--- src/rtl/stopwatch_controller.sv ---
// Stopwatch sequencing controller: button debounce, IDLE/RUN/PAUSE/LAP FSM, min:sec extension and display mux.
// Lap snapshot support is compiled in only when STOPWATCH_LAP_EN is defined.
module stopwatch_controller #(
  parameter int DEBOUNCE_CYCLES = 200
) (
  input  logic        clk_10000Hz,
  input  logic        reset,
  input  logic        btn_start_stop,
  input  logic        btn_lap_clear,
  input  logic [13:0] small_sec,
  input  logic        wrap_in,
  output logic        count_enable,
  output logic        counter_clear,
  output logic [1:0]  state,
  output logic [5:0]  disp_minutes,
  output logic [5:0]  disp_seconds,
  output logic [13:0] disp_small,
  output logic        lap_valid,
  output logic        overflow
);

`ifdef STOPWATCH_LAP_EN
  localparam bit LAP_EN = 1'b1;
`else
  localparam bit LAP_EN = 1'b0;
`endif

  typedef enum logic [1:0] {IDLE = 2'b00, RUN = 2'b01, PAUSE = 2'b10, LAP = 2'b11} state_t;

  localparam logic [11:0] CNT_LAST = 12'(DEBOUNCE_CYCLES - 1);

  // Bit 0 is start/stop, bit 1 is lap/clear.
  logic [1:0]  raw, sync1, sync2, deb, deb_q, press;
  logic [11:0] db_cnt [2];

  assign raw = {btn_lap_clear, btn_start_stop};

  always_ff @(posedge clk_10000Hz or posedge reset) begin
    if (reset) begin
      sync1  <= '0;
      sync2  <= '0;
      deb    <= '0;
      deb_q  <= '0;
      db_cnt <= '{default: '0};
    end else begin
      // NOTE: non-blocking assignments so every flop samples pre-edge values, keeping the sync chain two stages deep.
      sync1 <= raw;
      sync2 <= sync1;
      deb_q <= deb;
      for (int i = 0; i < 2; i++) begin
        if (sync2[i] == deb[i]) begin
          db_cnt[i] <= '0;
        end else if (db_cnt[i] == CNT_LAST) begin
          deb[i]    <= sync2[i];
          db_cnt[i] <= '0;
        end else begin
          db_cnt[i] <= db_cnt[i] + 12'd1;
        end
      end
    end
  end

  assign press = deb & ~deb_q;

  state_t state_q, state_d;
  logic   start_go, lap_go, clear_go;
  logic   clear_q;

  // Start wins a tie; the lap press in the same cycle is dropped.
  assign start_go = press[0];
  assign lap_go   = press[1] & ~press[0];
  assign clear_go = (state_q == PAUSE) && lap_go;

  always_ff @(posedge clk_10000Hz or posedge reset) begin
    if (reset) begin
      state_q <= IDLE;
      clear_q <= 1'b0;
    end else begin
      state_q <= state_d;
      clear_q <= clear_go;
    end
  end

  always_comb begin
    // NOTE: default first so every path assigns state_d and no latch is inferred.
    state_d = state_q;
    case (state_q)
      IDLE:  if (start_go) state_d = RUN;
      RUN:   if (start_go) state_d = PAUSE;
             else if (lap_go && LAP_EN) state_d = LAP;
      LAP:   if (start_go) state_d = PAUSE;
      PAUSE: if (start_go) state_d = RUN;
             else if (lap_go) state_d = IDLE;
      default: state_d = IDLE;
    endcase
  end

  logic show_lap;

  always_comb begin
    count_enable = (state_q == RUN) || (state_q == LAP);
    show_lap     = (state_q == LAP);
  end

  assign state         = state_q;
  assign counter_clear = clear_q;

  logic [5:0] minutes, seconds;
  logic       overflow_q;

  always_ff @(posedge clk_10000Hz or posedge reset) begin
    if (reset) begin
      minutes    <= '0;
      seconds    <= '0;
      overflow_q <= 1'b0;
    end else if (clear_go) begin
      minutes    <= '0;
      seconds    <= '0;
      overflow_q <= 1'b0;
    end else if (wrap_in && count_enable) begin
      if (seconds == 6'd59) begin
        seconds <= '0;
        if (minutes == 6'd59) begin
          minutes    <= '0;
          overflow_q <= 1'b1;
        end else begin
          minutes <= minutes + 6'd1;
        end
      end else begin
        seconds <= seconds + 6'd1;
      end
    end
  end

  assign overflow = overflow_q;

  logic [5:0]  lap_min, lap_sec;
  logic [13:0] lap_small;
  logic        lap_valid_q;

`ifdef STOPWATCH_LAP_EN
  logic capture_go;
  assign capture_go = ((state_q == RUN) || (state_q == LAP)) && lap_go;

  // Captures the pre-increment time when wrap_in lands on the capture edge.
  always_ff @(posedge clk_10000Hz or posedge reset) begin
    if (reset) begin
      lap_min     <= '0;
      lap_sec     <= '0;
      lap_small   <= '0;
      lap_valid_q <= 1'b0;
    end else if (clear_go) begin
      lap_valid_q <= 1'b0;
    end else if (capture_go) begin
      lap_min     <= minutes;
      lap_sec     <= seconds;
      lap_small   <= small_sec;
      lap_valid_q <= 1'b1;
    end
  end
`else
  assign lap_min     = '0;
  assign lap_sec     = '0;
  assign lap_small   = '0;
  assign lap_valid_q = 1'b0;
`endif

  assign lap_valid = lap_valid_q;

  always_comb begin
    if (show_lap) begin
      disp_minutes = lap_min;
      disp_seconds = lap_sec;
      disp_small   = lap_small;
    end else begin
      disp_minutes = minutes;
      disp_seconds = seconds;
      disp_small   = small_sec;
    end
  end

endmodule

--- config.mk ---
export PLATFORM = sky130hd
export DESIGN_NAME = stopwatch_controller
export DESIGN_NICKNAME = d
export VERILOG_FILES = /design/src/rtl/stopwatch_controller.sv
export SDC_FILE = /design/constraint.sdc
export NUM_CORES = 1
export LEC_CHECK = 0
export CAP_MARGIN = 40
export CORE_ASPECT_RATIO = 1.4
export CORE_MARGIN = 2
export CORE_UTILIZATION = 67
export CTS_CLUSTER_DIAMETER = 150
export CTS_CLUSTER_SIZE = 16
export DETAILED_ROUTE_END_ITERATION = 10
export DONT_BUFFER_PORTS = 1
export HOLD_SLACK_MARGIN = 0.08
export PLACE_DENSITY = 0.88
export REMOVE_ABC_BUFFERS = 1
export SETUP_SLACK_MARGIN = 0.3
export SKIP_CTS_REPAIR_TIMING = 1
export SYNTH_ARGS = -nofsm -noshare
export SYNTH_HDL_FRONTEND = slang
export SYNTH_SLANG_ARGS = --single-unit
--- constraint.sdc ---
create_clock -name clk_10000Hz -period 5 [get_ports clk_10000Hz]
set_input_delay 1 -clock clk_10000Hz [delete_from_list [all_inputs] [get_ports clk_10000Hz]]
set_output_delay 1 -clock clk_10000Hz [all_outputs]
set_load 0.005 [all_outputs]
## Yosys cells after proc, flatten, opt, wreduce, memory -nomap -nowiden

Index checks and enable logic that the tools add are counted.
W data, S select, Z words.

| word-level totals | value |
|---|---|
| bits in registers | 48 |
| input bits | 19 |
| output and inout port bits | 32 |

| operators by class | value |
|---|---|
| add/subtract/negate cells | 4 |
| eq/ne operators | 12 |
| mux-type cells | 23 |
| bitwise logic cells | 6 |
| reduce and logical (&&, ||, !) cells | 13 |

Operator list:

| operator | count |
|---|---|
| $mux W6 | 9 |
| $mux W12 | 4 |
| $add A12 B1 Y12 const B | 2 |
| $eq A12 B8 Y1 const B | 2 |
| $mux W14 | 1 |
| $add A6 B1 Y6 const B | 2 |
| $eq A6 B6 Y1 const B | 2 |
| $mux W2 | 4 |
| $pmux W2 S3 | 1 |
| $reduce_and A2 Y1 | 3 |
| $reduce_and A3 Y1 | 2 |
| $reduce_bool A2 Y1 | 3 |
| $eq A2 B2 Y1 const B | 2 |
| $mux W1 | 4 |
| $ne A3 B3 Y1 const B | 1 |
| $not A1 Y1 | 3 |
| $and A2 B2 Y2 | 1 |
| $eq A1 B1 Y1 | 2 |
| $eq A2 B1 Y1 const B | 1 |
| $logic_and A1 B1 Y1 | 2 |
| $logic_not A2 Y1 | 1 |
| $ne A2 B1 Y1 const B | 1 |
| $ne A2 B2 Y1 const B | 1 |
| $not A2 Y2 | 1 |
| 3 further kinds | 3 |

## Longest topological paths before layout

Gate-level depths: netlist of the first run.

| depth | value |
|---|---|
| depth in word-level cells | 7 |
| mapped depth | 7 |
| gate-level depth less buffers | 5 |

## Least setup slack after synthesis of the first run

OpenSTA, ideal clock, no wires.

| timing path | value |
|---|---|
| kind | input to register |
| start point | input wrap_in |
| end point | register minutes[2] |
| library setup time | 0.077 ns |
| arrival time | 2.056 ns |
| data required time | 4.923 ns |
| setup slack | 2.867 ns |
| stages | 5 |
| buffers on the path | 1 |
| cells stage by stage | nand3_1 > or2_0 > clkbuf_1 > or4b_1 > a21oi_1 |

| on the way | value |
|---|---|
| word-level cells in the longest chain between the ends | 3 |

Ends and longest elaborated chain:

| item | RTL line | RTL |
|---|---|---|
| start: declaration | 11 | `input logic wrap_in,` |
| $logic_and A1 B1 Y1 | 120 | `end else if (wrap_in && count_enable) begin` |
| $reduce_bool A2 Y1 (no line) | - |  |
| $reduce_and A2 Y1 (no line) | - |  |
| end signal: assignment | 127 | `minutes <= minutes + 6'd1;` |
| end: declaration | 108 | `logic [5:0] minutes, seconds;` |

Every way passes these cells.
A chain may end at the register's enable or synchronous reset.

## Worst setup path after layout of the first run

| timing path | value |
|---|---|
| start point | register state_q[0] (netlist: state[0]) |
| end point | output disp_seconds[3] |

| on the way | value |
|---|---|
| word-level cells in the longest chain between the ends | 2 |

Ends and longest elaborated chain:

| item | RTL line | RTL |
|---|---|---|
| start: declaration | 65 | `state_t state_q, state_d;` |
| start signal: assignment | 79 | `state_q <= state_d;` |
| $eq A2 B2 Y1 | 102 | `show_lap = (state_q == LAP);` |
| $mux W6 | 171 | `if (show_lap) begin` |
| end: declaration | 16 | `output logic [5:0] disp_seconds,` |

Every way passes these cells.

==> results of run 1 <==
## metal layers
metal	vias to the layer above	wire length [um]	global-route usage [%]
li1	846	-	-
met1	872	1800	27.2
met2	68	2440	45.9
met3	12	234	6.75
met4	0	99	11.4
met5	-	0	0
## state kept, by name, summed over array words and instances, names as in the netlist
name,flops
db_cnt,24
minutes,6
seconds,6
sync1,2
overflow,1
deb_q,2
counter_clear,1
deb,2
state,2
sync2,2
## metrics by stage
stage               area, um^2  hold slack, ps  setup slack, ps  std cells  power, mW
finish                    2570             356             2430        288      0.727
global route              2570             370             2160        288      0.755
CTS                       2570             358             2400        288      0.734
detailed placement        2450             336             2570        280      0.434
global placement          2430             332             2610        279      0.430
floorplan                 2380             331             2720        239      0.425
## cell families (layout without fill, tap and decap cells)
| group | after synthesis | count (layout) | synth area share (%) |
|---|---|---|---|
| other cells | 1 | 1 | 0.155 |
| xor+xnor | 25 | 25 | 9.03 |
| compound gates | 17 | 17 | 3.87 |
| buf+inv | 18 | 17 | 3.15 |
| fa+ha+maj | 6 | 6 | 3.10 |
| simple gates | 129 | 129 | 28.8 |
| flops | 48 | 48 | 49.5 |
| mux | 5 | 5 | 2.32 |
## final cells by class
cell class | count | area [um^2]
tap | 40 | 50.0
multi-input combinational | 183 | 1150
clock inverter | 1 | 30.0
inverter | 8 | 30.0
fill | 235 | 835
clock buffer | 7 | 96.3
sequential | 48 | 1200
timing repair buffer | 1 | 20.0
## critical path, delay by kind of cell, from the launching register on
kind,cells,cell delay [ps]
AND/OR/NAND/NOR,2,720
flip-flops,1,550
## cell usage in the layout, fill, tap and decap left out, types with 2 or more instances in the layout
master / n
a21oi_1: 11
and2_1: 26
and3_1: 5
and4_1: 3
clkbuf_8: 7
dfrtp_1: 48
ha_1: 6
inv_1: 6
inv_2: 2
mux2i_1: 3
nand2_1: 17
nand2b_1: 2
nand3_1: 23
nand3b_1: 2
nand4_1: 2
nor2_1: 25
nor3_1: 6
nor4_1: 5
o21ai_0: 4
or4_1: 6
xnor2_1: 17
xor2_1: 8
## report_power, final
group	leakage [nW]	internal, mW	switching [mW]
registers	0.651	0.393	0.00609
logic	0.428	0.00944	0.0171
clock network	0.0645	0.176	0.125
total	1.14	0.579	0.148
## worst paths after layout
kind	startpoint	endpoint	slack, ps
hold / removal	sync1[0]	sync2[0]	360
setup reg to reg	seconds[0]	minutes[2]	2900
setup / recovery	state[0]	disp_seconds[3]	2430
min in group asynchronous	reset	overflow	470
max in group asynchronous	reset	db_cnt[15]	4080
hold reg to reg	sync1[0]	sync2[0]	360
==> metrics.cfg, run 1 <==
[sta]
period_share_pct = 51.3
clock_skew_ps = 10.4
finalCriticalPeriod_ps = 2570
fmax_ghz = 0.390
slew_headroom_pct = 48.0
drv_slew = 0
finalSetupViolations = 0
tightestPinTransition_ps = 779
setup_tns_ps = 0
hold_violations = 0
grt_setup_unrepaired = no

[place]
dp_hpwl_mm = 3.19
io_buffers = 0
routabilityCongestion = 0.774

[worst_setup_path]
arrival_ps = 1570
critPathSlowestCell = dfrtp_1
reg2reg_depth = 5
max_stage_delay_ps = 550
end_kind = primary output
timing.critical_path.cells = nand2_1, and2_1
critPathKind = register to primary output
cp-start-kind = register
cp_max_fo = 26
required_ps = 4000

[logic_synthesis]
netlist_instances = 249
netlist_area_um2 = 2420
synth_top_area_share_pct = 49.5
synth_seq_cells = 48
synthTopCellsByCount = dfrtp_1, and2_1, nor2_1, nand3_1
synth-seq-area-share_pct = 49.5
ys_warn_count = 0
syn_area_per_cell_um2 = 9.74
synth_edf_count = 0
synthTopCellsByArea = dfrtp_1, and2_1, xnor2_1, nand3_1, nor2_1
synthArstFlopShare_pct = 100
yosysTopAreaCell = dfrtp_1
synth_cell_type_count = 36
synth-main-ff-cell = dfrtp_1
post-synth-top-count-cell = dfrtp_1

[hold_path]
worstHoldPathCells = 0
hold_class = register to register

[layout]
final_nets = 272
area_growth_pct = 6.19
diodes = 0
layout-drive-gt1-share_pct = 6.05
utilization_pct = 75.5

[detailed_routing]
ant_nets = 0
drtIter0Drc = 33
drc = 0
vias = 1798
drt-total-wl_mm = 4.57
dr.pass1.iters = 4
vias_per_cell = 6.24
avgRoutedWirePerCell_um = 15.9

[grt]
antenna_found_initial = 0
grt_pass1_vias = 1671
grt_pass1_wl_mm = 7.36
grt_overflow = 0
grt_max_degree = 43
track_usage_pct = 25.6

[cts]
cts_buffers = 5
numClockSinks = 48
clockBufferDepth = 2
cts-htree-levels = 2
cts_tree = yes
clkLatencyLatePin_ps = 300
clkTransAtPathRegs_ps = 80
cts-root-buf = clkbuf_8

[run]
drv_cap = 0

[power]
p_leak_nw = 1.14
ir_worst_vdd_mv = 0.296
p_per_area_nw_per_um2 = 282

[floorplanning]
num_rows = 25
boundaryPins = 51
die_area_um2 = 4120
die_x_um = 54.8
dieHeight_um = 75.2
core_um2 = 3410
start_util_pct = 71.1

[status]
outcome = finished clean

No activity file was read; power rests on OpenSTA's default activity.
==> inputs of run 2 (changes only) <==
CORE_UTILIZATION = 62   (was 67)
PLACE_DENSITY = 0.83   (was 0.88)
clock period = 2.6 ns   (was 5 ns; I/O delays follow)
==> run 2 against run 1 <==
Compared with the run above: register-to-register slack worse by 2300 ps; combinational power grew 84%; flip-flop and latch count did not move; sequential share of layout area rose by 0.091 points; wire length decreased by 8.5%; cell area fell by 0.19%; global-route usage decreased by 5.3 points; first-iteration DRC count grew to 4.6 times the previous value; utilization down 6.2 points; highest routed layer unchanged.
==> metrics.cfg, run 2 (synthesis results as in run 1) <==
[cts]
clockBufferDepth = 2
cts-root-buf = clkbuf_8
clkLatencyLatePin_ps = 300
numClockSinks = 48
cts_tree = yes
cts-htree-levels = 2
cts_buffers = 5
clkTransAtPathRegs_ps = 90

[layout]
seq_area_um2 = 1200
final_common_cell = dfrtp_1
largest_reg_flops = 24
fill_cells = 281
reg.largest.list = db_cnt: 24 flops, minutes: 6 flops, seconds: 6 flops
stdcell_area_um2 = 2570
final_nets = 273
largest_register = db_cnt
layout_common_cells = dfrtp_1, and2_1, nor2_1
area_growth_pct = 5.99
multi_input_area_um2 = 1150
layout-drive-gt1-share_pct = 6.43
diodes = 0

[grt]
grt_overflow = 0
antenna_found_initial = 0
globalRoute.busiestLayer = met2
grt_use_met1_pct = 23.7
grt_util_met2_pct = 35.3
grt_max_degree = 32
grt_pass1_wl_mm = 7.08
grt.met3_usage_pct = 5.50
track_usage_pct = 20.3
grt_pass1_vias = 1644

[power]
p_sw_mw = 0.292
internal_power_mw = 1.06
ir_worst_vdd_mv = 0.749
p_leak_nw = 1.14
p_per_area_nw_per_um2 = 526
total_power_mw = 1.35
power_frac_comb_pct = 3.6
seqPwrFrac_pct = 56.9
power.share.clock_pct = 39.5
switching_share_pct = 21.6

[worst_setup_path]
critPathSlowestCell = dfrtp_1
max_stage_delay_ps = 540
arrival_ps = 1570
reg2reg_depth = 4
critPathKind = register to primary output
r2r_end = minutes[2]
timing.critical_path.cells = nand2_1, and2_1
cp_max_fo = 26
r2r_setup_slack_ps = 550
r2r-start = state[0]
required_ps = 2080
cp-start-kind = register
end_kind = primary output

[detailed_routing]
vias_per_cell = 5.90
ant_nets = 0
drtIter0Drc = 153
drt-total-wl_mm = 4.18
vias = 1716
drc = 0
avgRoutedWirePerCell_um = 14.4
dr.pass1.iters = 5

[run]
drv_cap = 0

[place]
placed_cell_area_um2 = 2460
io_buffers = 0
dp_hpwl_mm = 3.07
routabilityCongestion = 0.869

[sta]
drv_slew = 0
grt_setup_unrepaired = no
tightestPinTransition_ps = 780
clock_skew_ps = 7.14
finalSetupViolations = 0
setup_tns_ps = 0
finalCriticalPeriod_ps = 2090
period_share_pct = 80.4
slew_headroom_pct = 48.0
fmax_ghz = 0.479
hold_violations = 0

[floorplanning]
die_area_um2 = 4430
dieHeight_um = 78.0
die_x_um = 56.9
boundaryPins = 51
start_util_pct = 65.4
num_rows = 26
core_um2 = 3710

[status]
outcome = finished clean

[hold_path]
hold_class = input pin to asynchronous set/reset pin

-- run 2: layer usage --
layer | part of all wire [%] | vias to the layer above
li1 | - | 842
met1 | 43 | 818
met2 | 50 | 48
met3 | 4.9 | 8
met4 | 1.4 | 0
met5 | 0 | -
-- run 2: power groups by stage --
stage / clock [mW] / combinational, mW / sequential, mW
after floorplan: 0 / 0.0379 / 0.779
after global placement: 0 / 0.0460 / 0.782
after detailed placement: 0 / 0.0505 / 0.782
after CTS: 0.542 / 0.0507 / 0.768
after global routing: 0.569 / 0.0568 / 0.769
final: 0.534 / 0.0488 / 0.768
-- run 2: how the worst max path moves through the flow --
| stage | from | endpoint | depth (start not counted) |
|---|---|---|---|
| 4_1_cts | state[0] | disp_seconds[0] | 2 |
| 6_report | state[0] | disp_seconds[0] | 2 |
| 3_5_place_dp | state[0] | minutes[2] | 4 |
| 5_1_grt | state[0] | disp_seconds[0] | 2 |
| 2_1_floorplan | seconds[0] | minutes[2] | 5 |
| 3_3_place_gp | state[0] | minutes[2] | 4 |
-- run 2: final cells by class --
class / instances / share of cell area (%)
multi-input combinational: 183 / 44.6
clock buffer: 5 / 2.68
tap: 42 / 2.04
timing repair buffer: 2 / 1.07
clock inverter: 3 / 1.66
sequential: 48 / 46.7
inverter: 8 / 1.17
-- run 2: critical path: cells and delay by family, from the launching register on --
family / cells / cell delay (ps)
AND/OR/NAND/NOR: 2 / 720
flip-flops: 1 / 540
-- run 2: through the flow --
step / cells / setup slack, ps / hold WS (ps) / util, %
finish: 291 / 510 / 71.5 / 69.3
global route: 291 / 358 / 85.0 / 69.3
CTS: 291 / 476 / 80.1 / 69.3
detailed placement: 283 / 565 / 336 / 66.3
global placement: 282 / 625 / 332 / 65.8
floorplan: 239 / 764 / 331 / -
